**src/rtl/load_store_unit_pkg.sv**
```systemverilog
// Shared definitions for the load/store unit: funct3 access-size codes, FSM states,
// and the access legality check used at issue time.
package load_store_unit_pkg;

    localparam logic [2:0] F3_B  = 3'b000;
    localparam logic [2:0] F3_H  = 3'b001;
    localparam logic [2:0] F3_W  = 3'b010;
    localparam logic [2:0] F3_BU = 3'b100;
    localparam logic [2:0] F3_HU = 3'b101;

    typedef enum logic [1:0] {
        LSU_IDLE = 2'd0,
        LSU_WAIT = 2'd1,
        LSU_DONE = 2'd2
    } lsuStateT;

    // Unsigned sizes exist only for loads; any code outside the five legal ones faults.
    function automatic logic accessFault(
        input logic [2:0] funct3,
        input logic [1:0] addrLo,
        input logic       isRead,
        input logic       isWrite
    );
        logic bad;
        case (funct3)
            F3_B:    bad = 1'b0;
            F3_H:    bad = addrLo[0];
            F3_W:    bad = |addrLo;
            F3_BU:   bad = isWrite;
            F3_HU:   bad = isWrite | addrLo[0];
            default: bad = 1'b1;
        endcase
        return bad | (isRead & isWrite);
    endfunction

endpackage

```
**src/rtl/lsu_align.sv**
```systemverilog
// Byte-lane formatting for the load/store unit: store lane replication with byte enables,
// and load lane extraction with sign/zero extension.
module lsu_align
    import load_store_unit_pkg::*;
(
    input  logic [2:0]  storeFunct3,
    input  logic [1:0]  storeAddrLo,
    input  logic [31:0] storeData,
    output logic [3:0]  storeBe,
    output logic [31:0] storeLaneData,
    input  logic [2:0]  loadFunct3,
    input  logic [1:0]  loadAddrLo,
    input  logic [31:0] loadWord,
    output logic [31:0] loadData
);

    logic [7:0]  loadByte;
    logic [15:0] loadHalf;

    always_comb begin
        storeBe       = 4'b1111;
        storeLaneData = storeData;
        case (storeFunct3)
            F3_B: begin
                storeBe       = 4'b0001 << storeAddrLo;
                storeLaneData = {4{storeData[7:0]}};
            end
            F3_H: begin
                storeBe       = storeAddrLo[1] ? 4'b1100 : 4'b0011;
                storeLaneData = {2{storeData[15:0]}};
            end
            default: ;
        endcase
    end

    always_comb begin
        case (loadAddrLo)
            2'd0:    loadByte = loadWord[7:0];
            2'd1:    loadByte = loadWord[15:8];
            2'd2:    loadByte = loadWord[23:16];
            default: loadByte = loadWord[31:24];
        endcase
        loadHalf = loadAddrLo[1] ? loadWord[31:16] : loadWord[15:0];

        case (loadFunct3)
            F3_B:    loadData = {{24{loadByte[7]}}, loadByte};
            F3_BU:   loadData = {24'b0, loadByte};
            F3_H:    loadData = {{16{loadHalf[15]}}, loadHalf};
            F3_HU:   loadData = {16'b0, loadHalf};
            default: loadData = loadWord;
        endcase
    end

endmodule

```
**src/rtl/load_store_unit.sv**
```systemverilog
// M-stage load/store unit: validates the request, runs a req/ack access to data memory
// with a timeout, stalls the pipeline meanwhile and returns extended load data.
//
//  state    | meaning
//  LSU_IDLE | no access in flight; a legal op stalls and launches, an illegal one pulses FaultM
//  LSU_WAIT | mem_req high, fields frozen, waiting for mem_ack or the timeout
//  LSU_DONE | one cycle with stall released so the instruction advances; inputs ignored
module load_store_unit
    import load_store_unit_pkg::*;
#(
    parameter int TIMEOUT_CYCLES = 16,
    parameter int CNT_W          = 5
) (
    input  logic        clk,
    input  logic        rst,
    input  logic        MemReadM,
    input  logic        MemWriteM,
    input  logic [2:0]  Funct3M,
    input  logic [31:0] ALU_ResultM,
    input  logic [31:0] WriteDataM,
    output logic [31:0] ReadDataM,
    output logic        StallM,
    output logic        FaultM,
    output logic        BusErrM,
    output logic        mem_req,
    output logic        mem_we,
    output logic [31:0] mem_addr,
    output logic [3:0]  mem_be,
    output logic [31:0] mem_wdata,
    input  logic        mem_ack,
    input  logic [31:0] mem_rdata
);

    localparam logic [CNT_W-1:0] CNT_LAST = CNT_W'(TIMEOUT_CYCLES - 1);

    lsuStateT         state;
    lsuStateT         stateNext;
    logic [CNT_W-1:0] waitCnt;
    logic [2:0]       funct3Q;
    logic [1:0]       addrLoQ;

    logic        opReq;
    logic        opFault;
    logic        startAccess;
    logic        faultSet;
    logic        finishAck;
    logic        finishTimeout;
    logic [3:0]  storeBe;
    logic [31:0] storeLaneData;
    logic [31:0] loadData;

    assign opReq   = MemReadM | MemWriteM;
    assign opFault = accessFault(Funct3M, ALU_ResultM[1:0], MemReadM, MemWriteM);
    assign mem_req = (state == LSU_WAIT);

    lsu_align uAlign (
        .storeFunct3   (Funct3M),
        .storeAddrLo   (ALU_ResultM[1:0]),
        .storeData     (WriteDataM),
        .storeBe       (storeBe),
        .storeLaneData (storeLaneData),
        .loadFunct3    (funct3Q),
        .loadAddrLo    (addrLoQ),
        .loadWord      (mem_rdata),
        .loadData      (loadData)
    );

    always_ff @(posedge clk) begin
        if (!rst) begin
            state <= LSU_IDLE;
        end else begin
            state <= stateNext;
        end
    end

    always_comb begin
        stateNext     = state;
        StallM        = 1'b0;
        startAccess   = 1'b0;
        faultSet      = 1'b0;
        finishAck     = 1'b0;
        finishTimeout = 1'b0;
        unique case (state)
            LSU_IDLE: begin
                if (opReq) begin
                    if (opFault) begin
                        faultSet = 1'b1;
                    end else begin
                        StallM      = 1'b1;
                        startAccess = 1'b1;
                        stateNext   = LSU_WAIT;
                    end
                end
            end
            LSU_WAIT: begin
                StallM = 1'b1;
                // An ack landing on the last counted cycle still wins over the timeout.
                if (mem_ack) begin
                    finishAck = 1'b1;
                    stateNext = LSU_DONE;
                end else if (waitCnt == CNT_LAST) begin
                    finishTimeout = 1'b1;
                    stateNext     = LSU_DONE;
                end
            end
            LSU_DONE: stateNext = LSU_IDLE;
            default:  stateNext = LSU_IDLE;
        endcase
    end

    always_ff @(posedge clk) begin
        if (!rst) begin
            mem_we    <= 1'b0;
            mem_addr  <= '0;
            mem_be    <= '0;
            mem_wdata <= '0;
            funct3Q   <= '0;
            addrLoQ   <= '0;
            waitCnt   <= '0;
            ReadDataM <= '0;
            FaultM    <= 1'b0;
            BusErrM   <= 1'b0;
        end else begin
            FaultM  <= faultSet;
            BusErrM <= finishTimeout;

            if (startAccess) begin
                mem_we    <= MemWriteM;
                mem_addr  <= {ALU_ResultM[31:2], 2'b00};
                mem_be    <= MemWriteM ? storeBe : 4'b1111;
                mem_wdata <= storeLaneData;
                funct3Q   <= Funct3M;
                addrLoQ   <= ALU_ResultM[1:0];
            end

            if (state == LSU_WAIT) begin
                waitCnt <= waitCnt + 1'b1;
            end else begin
                waitCnt <= '0;
            end

            // Stores never touch ReadDataM; an abandoned load returns zero.
            if (finishAck && !mem_we) begin
                ReadDataM <= loadData;
            end else if (finishTimeout && !mem_we) begin
                ReadDataM <= '0;
            end
        end
    end

endmodule
```
**config.mk**
```make
export PLATFORM = sky130hd
export DESIGN_NAME = load_store_unit
export DESIGN_NICKNAME = d
export VERILOG_FILES = /design/src/rtl/load_store_unit_pkg.sv /design/src/rtl/lsu_align.sv /design/src/rtl/load_store_unit.sv
export SDC_FILE = /design/constraint.sdc
export NUM_CORES = 1
export LEC_CHECK = 0
export ABC_AREA = 1
export BUFFER_PORTS_ARGS = -buffer_cell sky130_fd_sc_hd__buf_2
export CAP_MARGIN = 20
export CORE_MARGIN = 3
export CORE_UTILIZATION = 50
export DETAILED_ROUTE_END_ITERATION = 16
export GPL_TIMING_DRIVEN = 0
export PLACE_DENSITY_LB_ADDON = 0.2
export SLEW_MARGIN = 20
export SYNTH_ARGS = -nofsm -noshare
export SYNTH_HDL_FRONTEND = slang
export SYNTH_SLANG_ARGS = --single-unit
```
**constraint.sdc**
```tcl
create_clock -name clk -period 2.01 [get_ports clk]
set_input_delay 0 -clock clk [delete_from_list [all_inputs] [get_ports clk]]
set_output_delay 0 -clock clk [all_outputs]
set_load 0.005 [all_outputs]
```
After elaboration in Yosys (flattened, before gate mapping)
Index checks and enable logic that the tools add are counted.
{"block": "word_totals", "register_bits": 113, "in_bits": 104, "out_inout_bits": 105}
{"block": "op_classes", "addsub": 1, "eq_ne": 14, "shift": 1, "mux": 25, "n_bitwise": 4, "n_reduce_logical": 12}
{"op": "32-bit one-hot mux with 4 select lines", "n": 1}
{"op": "32-bit two-way mux", "n": 2}
{"op": "32-bit one-hot mux with 2 select lines", "n": 1}
{"op": "8-bit one-hot mux with 3 select lines", "n": 1}
{"op": "16-bit two-way mux", "n": 1}
{"op": "3-bit == test, second input constant", "n": 4}
{"op": "1-bit two-way mux", "n": 9}
{"op": "2-bit two-way mux", "n": 4}
{"op": "4-bit two-way mux", "n": 2}
{"op": "4-bit one-hot mux with 2 select lines", "n": 1}
{"op": "3-bit by 1-bit == test with 1-bit output, second input constant", "n": 2}
{"op": "3-bit logical NOT", "n": 2}
{"op": "3-bit AND reduction", "n": 2}
{"op": "5-bit by 1-bit adder with 5-bit output, second input constant", "n": 1}
{"op": "5-bit by 4-bit == test with 1-bit output, second input constant", "n": 1}
{"op": "1-bit one-hot mux with 5 select lines", "n": 1}
{"op": "2-bit by 1-bit == test with 1-bit output, second input constant", "n": 2}
{"op": "2-bit logical NOT", "n": 2}
{"op": "2-bit inequality test, second input constant", "n": 2}
{"op": "2-bit one-hot mux with 2 select lines", "n": 1}
{"op": "1-bit by 2-bit left shift with 4-bit output, first input constant", "n": 1}
{"op": "3-bit by 2-bit == test with 1-bit output, second input constant", "n": 1}
{"op": "3-bit by 1-bit inequality test with 1-bit output, second input constant", "n": 1}
{"op": "1-bit bitwise OR", "n": 3}
{"op": "other kinds (8)", "n": 9}

Logic depth before layout (Yosys ltp)
{"block": "depth", "depth_word": 7, "mapped_depth": 11, "depth_no_buf": 9}

Hierarchy
Synthesis repeated with hierarchy kept, for this count alone.
{"block": "hier_totals", "hier_cells": 817, "hier_area_um2": 5766.8}
{"module": "load_store_unit", "n_inst": 1, "cells_per_inst": 535, "area_per_inst_um2": 4317.9, "seq_area_each_um2": 2262.2}
{"module": "lsu_align", "n_inst": 1, "cells_per_inst": 282, "area_per_inst_um2": 1448.9, "seq_area_each_um2": 0.0}

Worst setup path before layout
OpenSTA, ideal clock, no wires.
{"block": "synth_timing", "path_type": "register to register", "start": "register waitCnt[0]", "end": "register ReadDataM[24]", "setup_ns": 0.070, "arrival_ns": 1.584, "required_time_ns": 1.940, "setup_slack_ns": 0.356, "path_stages_with_launch": 10, "path_buffers": 1, "path_cell_list": "dfxtp_1 > ha_1 > nand2_1 > nor2_1 > ha_1 > nand3b_1 > nand3b_1 > clkbuf_1 > nand2_1 > a21oi_1"}
{"block": "synth_via", "elab_chain_len": 6}
{"element": "start: declaration", "line": "load_store_unit.sv:38", "rtl": "logic [CNT_W-1:0] waitCnt;"}
{"element": "start signal: assignment", "line": "load_store_unit.sv:137", "rtl": "waitCnt <= waitCnt + 1'b1;"}
{"element": "5-bit by 4-bit == test with 1-bit output", "line": "load_store_unit.sv:101", "rtl": "end else if (waitCnt == CNT_LAST) begin"}
{"element": "1-bit two-way mux", "line": "load_store_unit.sv:101"}
{"element": "1-bit two-way mux", "line": "load_store_unit.sv:98", "rtl": "if (mem_ack) begin"}
{"element": "1-bit two-way mux", "line": "load_store_unit.sv:83", "rtl": "unique case (state)"}
{"element": "1-bit logical AND", "line": "load_store_unit.sv:145", "rtl": "end else if (finishTimeout && !mem_we) begin"}
{"element": "2-bit nonzero test (no source line)"}
{"element": "end signal: assignment", "line": "load_store_unit.sv:144", "rtl": "ReadDataM <= loadData;"}
{"element": "end: declaration", "line": "load_store_unit.sv:21", "rtl": "output logic [31:0] ReadDataM,"}
Every way passes these cells.
A chain may end at the register's enable or synchronous reset.

Final worst setup path
{"block": "layout_timing", "start": "register state[0]", "end": "register mem_wdata[20]"}
{"block": "layout_via", "elab_chain_len": 2}
{"element": "start: declaration", "line": "load_store_unit.sv:36", "rtl": "lsuStateT state;"}
{"element": "start signal: assignment", "line": "load_store_unit.sv:72", "rtl": "state <= stateNext;"}
{"element": "2-bit logical NOT", "line": "load_store_unit.sv:83"}
{"element": "1-bit two-way mux", "line": "load_store_unit.sv:83"}
{"element": "end signal: assignment", "line": "load_store_unit.sv:131", "rtl": "mem_wdata <= storeLaneData;"}
{"element": "end: declaration", "line": "load_store_unit.sv:29", "rtl": "output logic [31:0] mem_wdata,"}
Every way passes these cells.

==> out/metrics.csv <==
stage;metric;value;unit
routing;residual DRC count;0;
logic_synthesis;mux contribution to synthesized area;0;%
global_route;total congestion overflow;0;
worst_setup_path;crit end category;register;
floorplan;Vert. Die Dim;112;µm
logic_synthesis;top cell type's share of synthesized area;40.1;%
timing;min Tclk post-route;1.82;ns
clock_network;clock root cell;clkbuf_16;
timing;Final Skew;0.00888;ns
worst_setup_path;critical path class;reg -> reg;
power;Lkg Pwr;4.23;nW
logic_synthesis;asr flop ratio synth;0;%
final_layout;ratio of cells with drive above 1 in the final layout;22.5;%
clock_network;Setup Fix Bufs, Post-CTS;0;
logic_synthesis;sequential area share after synthesis;40.1;%
global_route;largest net degree at the start of global routing;17;
worst_setup_path;Crit path arrival time;2.12;ns
timing;crit share post-route;90.4;%
logic_synthesis;Post-Synth Adder-Cell Area;0.443;%
worst_setup_path;Crit Path Max Fanout;10;
logic_synthesis;main combinational cell family by area after synthesis;simple AND/OR/NAND/NOR gates;
routing;Final ANT Viol Nets;0;
logic_synthesis;Yosys cell types;29;
final_layout;commonest non-fill, non-tap cell in the layout;nand2_1;
floorplan;Initial Util;51.6;%
timing;Fmax;550;MHz
power;peak supply drop;0.693;mV
routing;DR vias;6772;
worst_setup_path;CP Launch Type;register;
clock_network;clock latency on the worst-skew pair;0.41;ns
logic_synthesis;Synth Instances;893;
status;outcome;complete, no violations;
final_layout;# diodes;0;
global_route;Tot GR Track Use;30.1;%
routing;First-pass DRT Iterations;6;
min_path;worst hold path type;in -> reg;
logic_synthesis;register bit total from synthesis;113;
place;Place WS;0.0668;ns
place;Final GP Congestion;0.942;
global_route;most used routing layer in global routing;met2;
global_route;initial antenna violation count;0;
logic_synthesis;Area contributors post-synth;dfxtp_1 40%, nand2_1 14%, nor2_1 14%;
global_route;first-pass GRT wire length;30.7;mm
logic_synthesis;Post-Synth Simple-Gate Area;40.4;%
clock_network;CTS H-Tree Depth;4;
timing;Slew Viols, Final;0;
power;Pwr Density;852;nW/µm²
logic_synthesis;Compound-Gate Fraction of Synth Area;7.78;%
routing;Post-Route WL;18.8;mm
place;Port Buffers;206;
final_layout;commonest cells after routing, fill and taps aside;218 x nand2_1, 217 x nor2_1, 214 x buf_2;
floorplan;area of the core;10900;µm²
floorplan;boundary pin count;209;
floorplan;Site Rows;38;
final_layout;Multi-input gate area;2750;µm²
floorplan;Die ar.;12600;µm²
timing;Final Setup Violations;0;
clock_network;TritonCTS Buffers;17;
logic_synthesis;Synth Cell Area;5640;µm²
clock_network;Max Root-Sink Buffers;2;
timing;worst hold slack;0.00946;ns
clock_network;CTS clk-pin slew, worst paths;0.05;ns
final_layout;area growth from synthesis to layout;41.5;%
final_layout;register area;2260;µm²
global_route;vias in the first global route;6507;
timing;Worst-Margin Slew;0.569;ns
place;post-DP HPWL;13.3;mm
clock_network;CTS tree;done;
logic_synthesis;yosys warns;0;
final_layout;Final Net Count;1277;
logic_synthesis;Post-synth EDFFs;0;
timing;Worst Slack Setup Final;0.193;ns
worst_setup_path;Req. time, crit path;2.32;ns
clock_network;CTS Sinks;113;
global_route;grt met2 use;51.5;%
floorplan;Die W;112;µm
global_route;GRT met1 Usage;35.8;%
routing;DR iter-0 viols;656;
final_layout;Fillers;974;
logic_synthesis;syn avg cell area;6.32;µm²
logic_synthesis;cell taking the most area after synthesis;dfxtp_1;
timing;endpoints failing hold;0;
logic_synthesis;dominant synthesized flop cell;dfxtp_1;
logic_synthesis;Post-Synth XOR/XNOR Area;0;%
routing;mean routed wirelength per cell;14.2;µm
timing;Slew headroom;62.1;%
timing;Sum Neg Setup Slack;0;ns
routing;Via density;5.11;
job;max-cap check violation count;0;
global_route;met3 track demand over resource;6.63;%
## report_power, final
group	internal (mW)	switching (mW)
Sequential	2.40	0.0846
Combinational	0.524	0.777
Clock	1.99	1.03
Total	4.91	1.89
## worst paths after layout
kind	startpoint	endpoint	slack [ns]	cells after the start
setup / recovery	state[0]$_SDFFE_PN0P_	mem_wdata[20]$_SDFFE_PN0P_	0.19	6
hold / removal	mem_rdata[31]	ReadDataM[31]$_SDFFE_PN0P_	0.009	5
setup reg to reg	state[0]$_SDFFE_PN0P_	mem_wdata[20]$_SDFFE_PN0P_	0.19	6
hold reg to reg	waitCnt[0]$_SDFF_PN0_	waitCnt[0]$_SDFF_PN0_	0.44	1
## final cells by class
cell class / instances / share of cell area (%)
timing repair buffer: 258 / 19.4
clock buffer: 24 / 6.28
buffer: 58 / 3.48
multi-input combinational: 626 / 34.5
sequential: 113 / 28.3
inverter: 97 / 4.56
tap: 140 / 2.19
clock inverter: 8 / 1.25
## critical path, cell delays in order, from the launching register on
cell and delay [ns]:
dfxtp_1 0.31, nor2_2 0.35, buf_2 0.31, buf_1 0.42
nand4_1 0.16, nand2_1 0.10, nor2_1 0.06
## per-layer routing
layer	wire, µm	up-vias
met3	1740	57
li1	-	3373
met2	8860	338
met5	0	-
met4	666	0
met1	7540	3004
## flip-flops by register name, indices dropped and copies added, names as in the netlist, 2 cells and up
signal	cells
waitCnt	5
mem_addr	30
addrLoQ	2
state	2
mem_wdata	32
ReadDataM	32
mem_be	4
funct3Q	3
## cells by family (layout without fill, tap and decap cells)
| family | after synthesis | count (layout) |
|---|---|---|
| adder cells (fa/ha/maj) | 2 | 2 |
| buffers and inverters | 155 | 445 |
| other | 1 | 2 |
| AND/OR/NAND/NOR | 537 | 537 |
| flip-flops | 113 | 113 |
| AO/OA/AOI/OAI | 85 | 85 |
## synthesized netlist by cell type, types with 2 or more instances
cell type and number:
ha_1 2, nand4_1 70, buf_2 10, inv_2 2
nand3b_1 2, buf_1 5, nand3_1 17, or2_2 2
inv_1 93, clkinv_1 2, nor3_1 2, dfxtp_1 113
clkbuf_1 36, buf_4 3, buf_6 4, nand2_1 218
nor2_2 2, o211ai_1 4, o21ai_0 24, nor2_1 218
a21oi_1 56
## through the flow
stage	total power [mW]	utilization, %	area [µm²]	instances
final	6.80	73.0	7990	1324
after global routing	7.13	73.0	7990	1324
after CTS	6.80	72.9	7980	1324
after detailed placement	3.72	62.7	6850	1240
after global placement	3.71	62.7	6850	1240
after floorplan	3.25	-	5650	894
## timing repair
item,4_1_cts,5_1_grt
resized for setup,0,5
hold buffers,52,0
endpoints found under the hold margin,53,0
endpoints found under the setup margin,0,21
No activity file was read; power rests on OpenSTA's default activity.
